==> src/rtl/tour_cmd_seq.sv <==
// tour_cmd_seq
//
// Sequences a stored knight's tour into cmd_proc. On start_tour it reads one
// move at a time from the move memory, splits it into a vertical leg and a
// horizontal leg, and issues each leg as a move command, waiting for cmd_proc
// to take and complete one leg before the next. While idle, UART commands pass
// straight through, so cmd_proc only ever sees one command source.
//
// Ports
//   clk, rst          clock (rising edge), asynchronous active-high reset
//   start_tour        one-cycle pulse that starts a tour (ignored while active)
//   mv_indx           move-memory read address
//   move              one-hot move, valid one clock after mv_indx changes
//   cmd_UART          UART command; cmd_rdy_UART marks it valid
//   clr_cmd_rdy_UART  consumes the UART command (only while idle)
//   cmd, cmd_rdy      command to cmd_proc and its valid flag
//   clr_cmd_rdy       cmd_proc has taken cmd
//   send_resp         cmd_proc has finished the command (one-cycle pulse)
//   resp              response byte: 8'hA5 idle or tour complete, 8'h5A per leg
//   tour_active       the sequencer owns cmd_proc
//   tour_err          sticky: an illegal move encoding was read
module tour_cmd_seq #(
  parameter int NUM_MOVES = 24,
  parameter int MV_AW     = 5
) (
  input  logic             clk,
  input  logic             rst,
  input  logic             start_tour,
  output logic [MV_AW-1:0] mv_indx,
  input  logic [7:0]       move,
  input  logic [15:0]      cmd_UART,
  input  logic             cmd_rdy_UART,
  output logic             clr_cmd_rdy_UART,
  output logic [15:0]      cmd,
  output logic             cmd_rdy,
  input  logic             clr_cmd_rdy,
  input  logic             send_resp,
  output logic [7:0]       resp,
  output logic             tour_active,
  output logic             tour_err
);

  localparam logic [3:0] OP_MOVE    = 4'h4;
  localparam logic [3:0] OP_FANFARE = 4'h5;

  localparam logic [7:0] HD_N = 8'h00;
  localparam logic [7:0] HD_W = 8'h3F;
  localparam logic [7:0] HD_S = 8'h7F;
  localparam logic [7:0] HD_E = 8'hBF;

  localparam logic [7:0] RESP_DONE = 8'hA5;
  localparam logic [7:0] RESP_LEG  = 8'h5A;

  localparam logic [MV_AW-1:0] LAST_IDX = MV_AW'(NUM_MOVES - 1);

  typedef enum logic [2:0] {IDLE, FETCH, VERT, VERT_W, HORZ, HORZ_W} state_t;

  state_t state, state_nxt;

  logic [15:0] vert_cmd, horz_cmd;
  logic        fetch_wait, fetch_wait_nxt;
  logic        resp_pend, resp_pend_nxt;
  logic        clr_idx, inc_idx, set_err, latch_legs;
  logic [23:0] legs;
  logic        move_ok;
  logic        is_last;

  // Returns {vertical heading, squares, horizontal heading, squares}.
  function automatic logic [23:0] decode_move(input logic [7:0] mv);
    case (mv)
      8'h01:   decode_move = {HD_N, 4'd2, HD_E, 4'd1};
      8'h02:   decode_move = {HD_N, 4'd2, HD_W, 4'd1};
      8'h04:   decode_move = {HD_N, 4'd1, HD_W, 4'd2};
      8'h08:   decode_move = {HD_S, 4'd1, HD_W, 4'd2};
      8'h10:   decode_move = {HD_S, 4'd2, HD_W, 4'd1};
      8'h20:   decode_move = {HD_S, 4'd2, HD_E, 4'd1};
      8'h40:   decode_move = {HD_S, 4'd1, HD_E, 4'd2};
      8'h80:   decode_move = {HD_N, 4'd1, HD_E, 4'd2};
      default: decode_move = '0;
    endcase
  endfunction

  assign legs    = decode_move(move);
  // Exactly one bit set: non-zero and clearing the lowest set bit leaves zero.
  assign move_ok = (move != 8'h00) && ((move & (move - 8'd1)) == 8'h00);
  assign is_last = (mv_indx == LAST_IDX);

  // NOTE: every register, including the latched leg commands, is reset so that
  // reset mid-tour leaves no stale command that could reappear on cmd.
  always_ff @(posedge clk or posedge rst) begin
    if (rst) begin
      // NOTE: state registers use non-blocking assignments so every flop
      // samples values from before the edge, independent of statement order.
      state      <= IDLE;
      mv_indx    <= '0;
      vert_cmd   <= '0;
      horz_cmd   <= '0;
      fetch_wait <= 1'b0;
      resp_pend  <= 1'b0;
      tour_err   <= 1'b0;
    end else begin
      state      <= state_nxt;
      fetch_wait <= fetch_wait_nxt;
      resp_pend  <= resp_pend_nxt;
      if (clr_idx)      mv_indx <= '0;
      else if (inc_idx) mv_indx <= mv_indx + 1'b1;
      if (clr_idx)      tour_err <= 1'b0;
      else if (set_err) tour_err <= 1'b1;
      if (latch_legs) begin
        vert_cmd <= {OP_MOVE, legs[23:12]};
        horz_cmd <= {(is_last ? OP_FANFARE : OP_MOVE), legs[11:0]};
      end
    end
  end

  // NOTE: every output of this block gets a default first, so no path through
  // the case statement can leave a signal unassigned and infer a latch.
  always_comb begin
    state_nxt      = state;
    fetch_wait_nxt = 1'b0;
    resp_pend_nxt  = resp_pend;
    clr_idx        = 1'b0;
    inc_idx        = 1'b0;
    set_err        = 1'b0;
    latch_legs     = 1'b0;
    case (state)
      IDLE: begin
        if (start_tour) begin
          clr_idx        = 1'b1;
          fetch_wait_nxt = 1'b1;
          state_nxt      = FETCH;
        end
      end
      FETCH: begin
        // First FETCH cycle covers the memory read latency after mv_indx moved.
        if (!fetch_wait) begin
          if (!move_ok) begin
            set_err   = 1'b1;
            state_nxt = IDLE;
          end else begin
            latch_legs = 1'b1;
            state_nxt  = VERT;
          end
        end
      end
      VERT, HORZ: begin
        if (clr_cmd_rdy) begin
          // A completion arriving with the ack is remembered for the W state.
          resp_pend_nxt = send_resp;
          state_nxt     = (state == VERT) ? VERT_W : HORZ_W;
        end
      end
      VERT_W: begin
        if (send_resp || resp_pend) begin
          resp_pend_nxt = 1'b0;
          state_nxt     = HORZ;
        end
      end
      HORZ_W: begin
        if (send_resp || resp_pend) begin
          resp_pend_nxt = 1'b0;
          if (is_last) begin
            state_nxt = IDLE;
          end else begin
            inc_idx        = 1'b1;
            fetch_wait_nxt = 1'b1;
            state_nxt      = FETCH;
          end
        end
      end
      default: state_nxt = IDLE;
    endcase
  end

  assign tour_active      = (state != IDLE);
  assign clr_cmd_rdy_UART = (state == IDLE) && clr_cmd_rdy;

  always_comb begin
    if (state == IDLE) begin
      cmd     = cmd_UART;
      cmd_rdy = cmd_rdy_UART;
    end else begin
      cmd     = (state == HORZ || state == HORZ_W) ? horz_cmd : vert_cmd;
      cmd_rdy = (state == VERT || state == HORZ);
    end
  end

  // The final horizontal leg reports tour completion instead of a leg ack.
  always_comb begin
    if (state == IDLE)                                  resp = RESP_DONE;
    else if ((state == HORZ || state == HORZ_W) && is_last) resp = RESP_DONE;
    else                                                resp = RESP_LEG;
  end

endmodule

==> config.mk <==
export PLATFORM = sky130hd
export DESIGN_NAME = tour_cmd_seq
export DESIGN_NICKNAME = d
export VERILOG_FILES = /design/src/rtl/tour_cmd_seq.sv
export SDC_FILE = /design/constraint.sdc
export NUM_CORES = 1
export LEC_CHECK = 0
export CELL_PAD_IN_SITES_DETAIL_PLACEMENT = 1
export CELL_PAD_IN_SITES_GLOBAL_PLACEMENT = 1
export CORE_UTILIZATION = 32
export DETAILED_ROUTE_END_ITERATION = 8
export GPL_TIMING_DRIVEN = 0
export PLACE_DENSITY_LB_ADDON = 0.1
export RECOVER_POWER = 100
export SETUP_SLACK_MARGIN = 0.1
export SLEW_MARGIN = 20
export SYNTH_ARGS = -nofsm -noshare
export SYNTH_HDL_FRONTEND = slang
export SYNTH_SLANG_ARGS = --single-unit
==> constraint.sdc <==
create_clock -name clk -period 3.7 [get_ports clk]
set_input_delay 0.74 -clock clk [delete_from_list [all_inputs] [get_ports clk]]
set_output_delay 0.74 -clock clk [all_outputs]
set_load 0.02 [all_outputs]
# == Yosys cells after proc, flatten, opt, wreduce, memory -nomap -nowiden ==
# Index checks and enable logic that the tools add are counted.
# word_totals
reg_bits,40
out_inout_bits,33
word_cells,82
input_bits,30
# classes
eq_ne,20
bitwise_logic,1
reduce_logical,17
muxes,35
addsub,2
# op_table
op,n
$pmux 23 s8,1
$mux 16,2
$mux 1,18
$mux 3,6
$mux 8,2
$pmux 3 s5,1
$mux 5,2
$ne 2x2->1 const B,5
$and 8x8->8,1
$eq 8x1->1 const B,1
$eq 8x2->1 const B,1
$eq 8x3->1 const B,1
$eq 8x4->1 const B,1
$eq 8x5->1 const B,1
$eq 8x6->1 const B,1
$eq 8x7->1 const B,1
$eq 8x8->1 const B,1
$logic_not 8->1,1
$reduce_bool 8->1,1
$sub 8x1->8 const B,1
$eq 3x2->1 const B,2
$eq 3x3->1 const B,2
$reduce_bool 2->1,3
$add 5x1->5 const B,1
other kinds (12),18

# == Logic depth before layout (Yosys ltp) ==
# logic_depth
depth_word,9
mapped_depth,7
ltp_nobuf,6

# == Worst setup path before layout ==
# No wires, ideal clock.
# synth_timing
path_type,reg2out
from,reg mv_indx[0]
to,out resp[2]
path_stages_with_launch,6
path_buffers,1
setup_slack_ns,0.956
required_ns,2.960
t_arrival_ns,2.004
cell_sequence,dfrtp_1 > ha_1 > and4b_1 > a21oi_1 > inv_1 > buf_4
# synth_via
elab_chain_len,4
# synth_rtl
item,line,text
start: declaration,29,"output logic [MV_AW-1:0] mv_indx,"
start signal: assignment,106,else if (inc_idx) mv_indx <= mv_indx + 1'b1;
$eq 5x5->1,86,assign is_last = (mv_indx == LAST_IDX);
$logic_and 1x1->1,191,else if ((state == HORZ || state == HORZ_W) && is_last) resp = RESP_DONE;
$mux 8,191,
$mux 8,190,if (state == IDLE) resp = RESP_DONE;
end: declaration,38,"output logic [7:0] resp,"
# No other way between the ends.

# == Worst setup path in the final report ==
# layout_timing
from,reg state[1]
to,out cmd[13]
# layout_via
elab_chain_len,4
word_cells_on_any_way,6
cone_classes,eq/ne (2); mux (2); reduce/logical (2)
# layout_rtl
item,line,text
start: declaration,58,"state_t state, state_nxt;"
start signal: assignment,102,state <= state_nxt;
$eq 3x3->1,183,cmd = (state == HORZ || state == HORZ_W) ? horz_cmd : vert_cmd;
$logic_or 1x1->1,183,
$mux 16,183,
$mux 16 *,179,if (state == IDLE) begin
end: declaration,34,"output logic [15:0] cmd,"
# Mark *: on every way between the ends. The rest lies on a longest branch, timed or not.

==> metrics <==
synthesized net count roughly 190; Seq/Total Area, Yosys 32.70%; number of global-route vias before repair 1,442; period utilization ~90%; Synth Register Bits 18; Leak Pwr 0.9424 nW; final hold violations 0; max cap viols 0; Clock transition at path regs 0.08 ns; Worst-Skew Late Latency 0.25 ns; initial antenna violation count 0; Ports 63; Vias per Instance approximately 5.2; top post-synthesis cells by area dfrtp_1 33%, nor2_1 7.1%, mux2_4 4.4%, a21o_1 3.8%, o21ai_0 3.6%; Final ANT Viol Nets 0; global-route wire length before repair around 6.4 mm; CP peak stage delay 0.70 ns; via count about 1,400; Crit Path Class reg2out; largest net degree at the start of global routing 19; post-synth top area share 32.70%; # diodes 0; num rows 23; CP max-delay cell dlygate4sd3_1; WL/cell 14.62 um; GRT Resource Usage Total 17.94%; Starting Density 33.95%; fin. max-slew vios 0; post-CTS sizing 0; DRT iter0 DRCs 33; area grow syn2layout 48.05%; status complete, no violations; DR WL met2 1.995 mm; Slew HR between 20 and 30%; CTS max path bufs 2; PortBufs 60; Arrival @ worst endpoint around 2.6 ns; htree depth 1; P per Cell Area approximately 660 mW/mm2; Overflow after GRT 0; Cell variety after synth 42; max layer used met4; number of nets in the layout ~260; Cells after Synth 160; # DRC 0; CP cell instances buf_2 > nor3_1 > clkbuf_1 > and2_1 > dlygate4sd3_1; Synth Cell Area about 0.0014 mm2; Finish-stage setup viols 0; FF+latch area 450.4 um2; Core Region 0.004058 mm2; Worst Tran Pin Value 1.057 ns; Max VDD drop 0.3225 mV; Worst Skew 0.009722 ns; crit start category flop; met3 wire len 262 um; die area 0.004571 mm2; hold-fix buffers at CTS 0; YS warnings 0; Post-synth top flop dfrtp_1; Max Freq roughly 300 MHz; Crit. Startpoint state[1]; Critical Path RT 2.96 ns; CP endpoint kind output pin; worst hold path class reg2reg; dominant cell type by area after synthesis dfrtp_1; clk root buf clkbuf_8; router iterations before antenna repair 4; die height 67.61 um; Hold Slack approximately 0.47 ns; Synth Area per Inst approximately 8.6 um2; Tmin final 3.336 ns; routability cong. 0.7710; share of cells above drive strength 1 8.929%; Post-CTS Setup Bufs 0; async set-reset flop share out of synthesis 100.0%; wire length on met1 approximately 1.7 mm; CTS sink cnt 18; DPL Wire Length 3.233 mm; Die Wd 67.61 um; Num CTS Buffers 3; fill count roughly 480; area of the multi-input gates 760.7 um2; RSZ-0062 raised after global routing no; Final Total Pwr approximately 1.3 mW; worst min-delay path startpoint horz_cmd[14]; CTS tree yes; crit path max fanout 10; Critical R2R Launch mv_indx[0]; Post-synth EDFFs 0; final wirelength around 4.0 mm; Setup Total Neg Slack 0 ns
## layer usage
layer,vias to the layer above,global-route usage [%]
li1,684,-
met1,688,21.96
met2,53,33.42
met3,2,1.689
met4,0,3.723
met5,-,0
## flip-flops by register name, summed over array words and instances (netlist names)
name,cells
fetch_wait,1
vert_cmd,3
state,3
resp_pend,1
tour_err,1
horz_cmd,4
mv_indx,5
## kinds of logic after synthesis
kind of cell,share of synthesized area (%)
simple gates,24.43
compound gates,20.80
buf+inv,8.537
flops,32.70
mux,7.448
xor+xnor,4.451
fa+ha+maj,1.635
## layout by cell type (no fill, tap or decap), types with 2 or more instances in the layout
cell | Yosys | routed
dlygate4sd3_1 | 0 | 37
nor2_1 | 26 | 26
clkdlybuf4s50_1 | 0 | 23
dfrtp_1 | 18 | 18
o21ai_0 | 10 | 11
clkbuf_1 | 7 | 8
inv_1 | 8 | 8
nand2_1 | 7 | 7
a21o_1 | 7 | 7
a21oi_1 | 6 | 6
buf_4 | 6 | 6
or2_2 | 5 | 5
and2_1 | 5 | 5
a22oi_1 | 5 | 5
xor2_1 | 4 | 4
mux2_1 | 0 | 4
clkbuf_8 | 0 | 4
nor4b_1 | 3 | 3
nor3_1 | 3 | 3
xnor2_1 | 3 | 3
nor4_1 | 0 | 2
nor3b_1 | 2 | 2
a211oi_1 | 2 | 2
nand4_1 | 2 | 2
a22o_1 | 2 | 2
mux2i_1 | 2 | 2
mux2_2 | 2 | 2
o31ai_1 | 2 | 2
## per-stage QoR
stage | setup slack, ns | area [um2] | util [%] | std cells
final | 0.3643 | 2039 | 50.26 | 274
after global routing | 0.2331 | 2039 | 50.26 | 274
after CTS | 0.4163 | 2096 | 51.65 | 274
after detailed placement | 0.7100 | 2041 | 50.29 | 270
after global placement | 0.7798 | 2041 | 50.29 | 270
after floorplan | 0.9564 | 1378 | - | 160
## power breakdown
part	internal [mW]	total, mW	switching [mW]	leakage, nW
Combinational	0.420	0.917	0.497	0.674
Sequential	0.238	0.271	0.0328	0.240
Clock	0.0944	0.160	0.0661	0.0288
Total	0.752	1.35	0.595	0.942
## critical path: cells and delay by family, from the launching register on
kind / cells / cell delay (ns)
flip-flops: 1 / 0.37
buffers and inverters: 3 / 1.24
AND/OR/NAND/NOR: 2 / 0.73
## cell usage after synthesis, types with 3 or more instances
library cell and n:
nor2_1 26, dfrtp_1 18, o21ai_0 10, inv_1 8, a21o_1 7, clkbuf_1 7
nand2_1 7, a21oi_1 6, buf_4 6, a22oi_1 5, and2_1 5, or2_2 5
mux2_4 4, xor2_1 4, nor3_1 3, nor4b_1 3, xnor2_1 3
## area by class of cell
type,count,share of cell area [%]
Timing Repair Buffer,60,29.45
Sequential cell,18,22.09
Multi-Input combinational cell,119,37.30
Tap cell,50,3.067
Buffer,15,3.926
Clock buffer,4,2.699
Inverter,8,1.472
## worst paths after layout
| check | end | slack [ns] | cells past startpoint |
|---|---|---|---|
| max | cmd[13] | 0.36 | 5 |
| min reg2reg | horz_cmd[14] | 0.47 | 1 |
| max reg2reg | mv_indx[3] | 1.31 | 6 |
| min in group asynchronous | tour_err | 1.03 | 2 |
| min | horz_cmd[14] | 0.47 | 1 |
| max in group asynchronous | vert_cmd[1] | 2.22 | 2 |
Note: power is estimated with default switching activity, not from simulation.
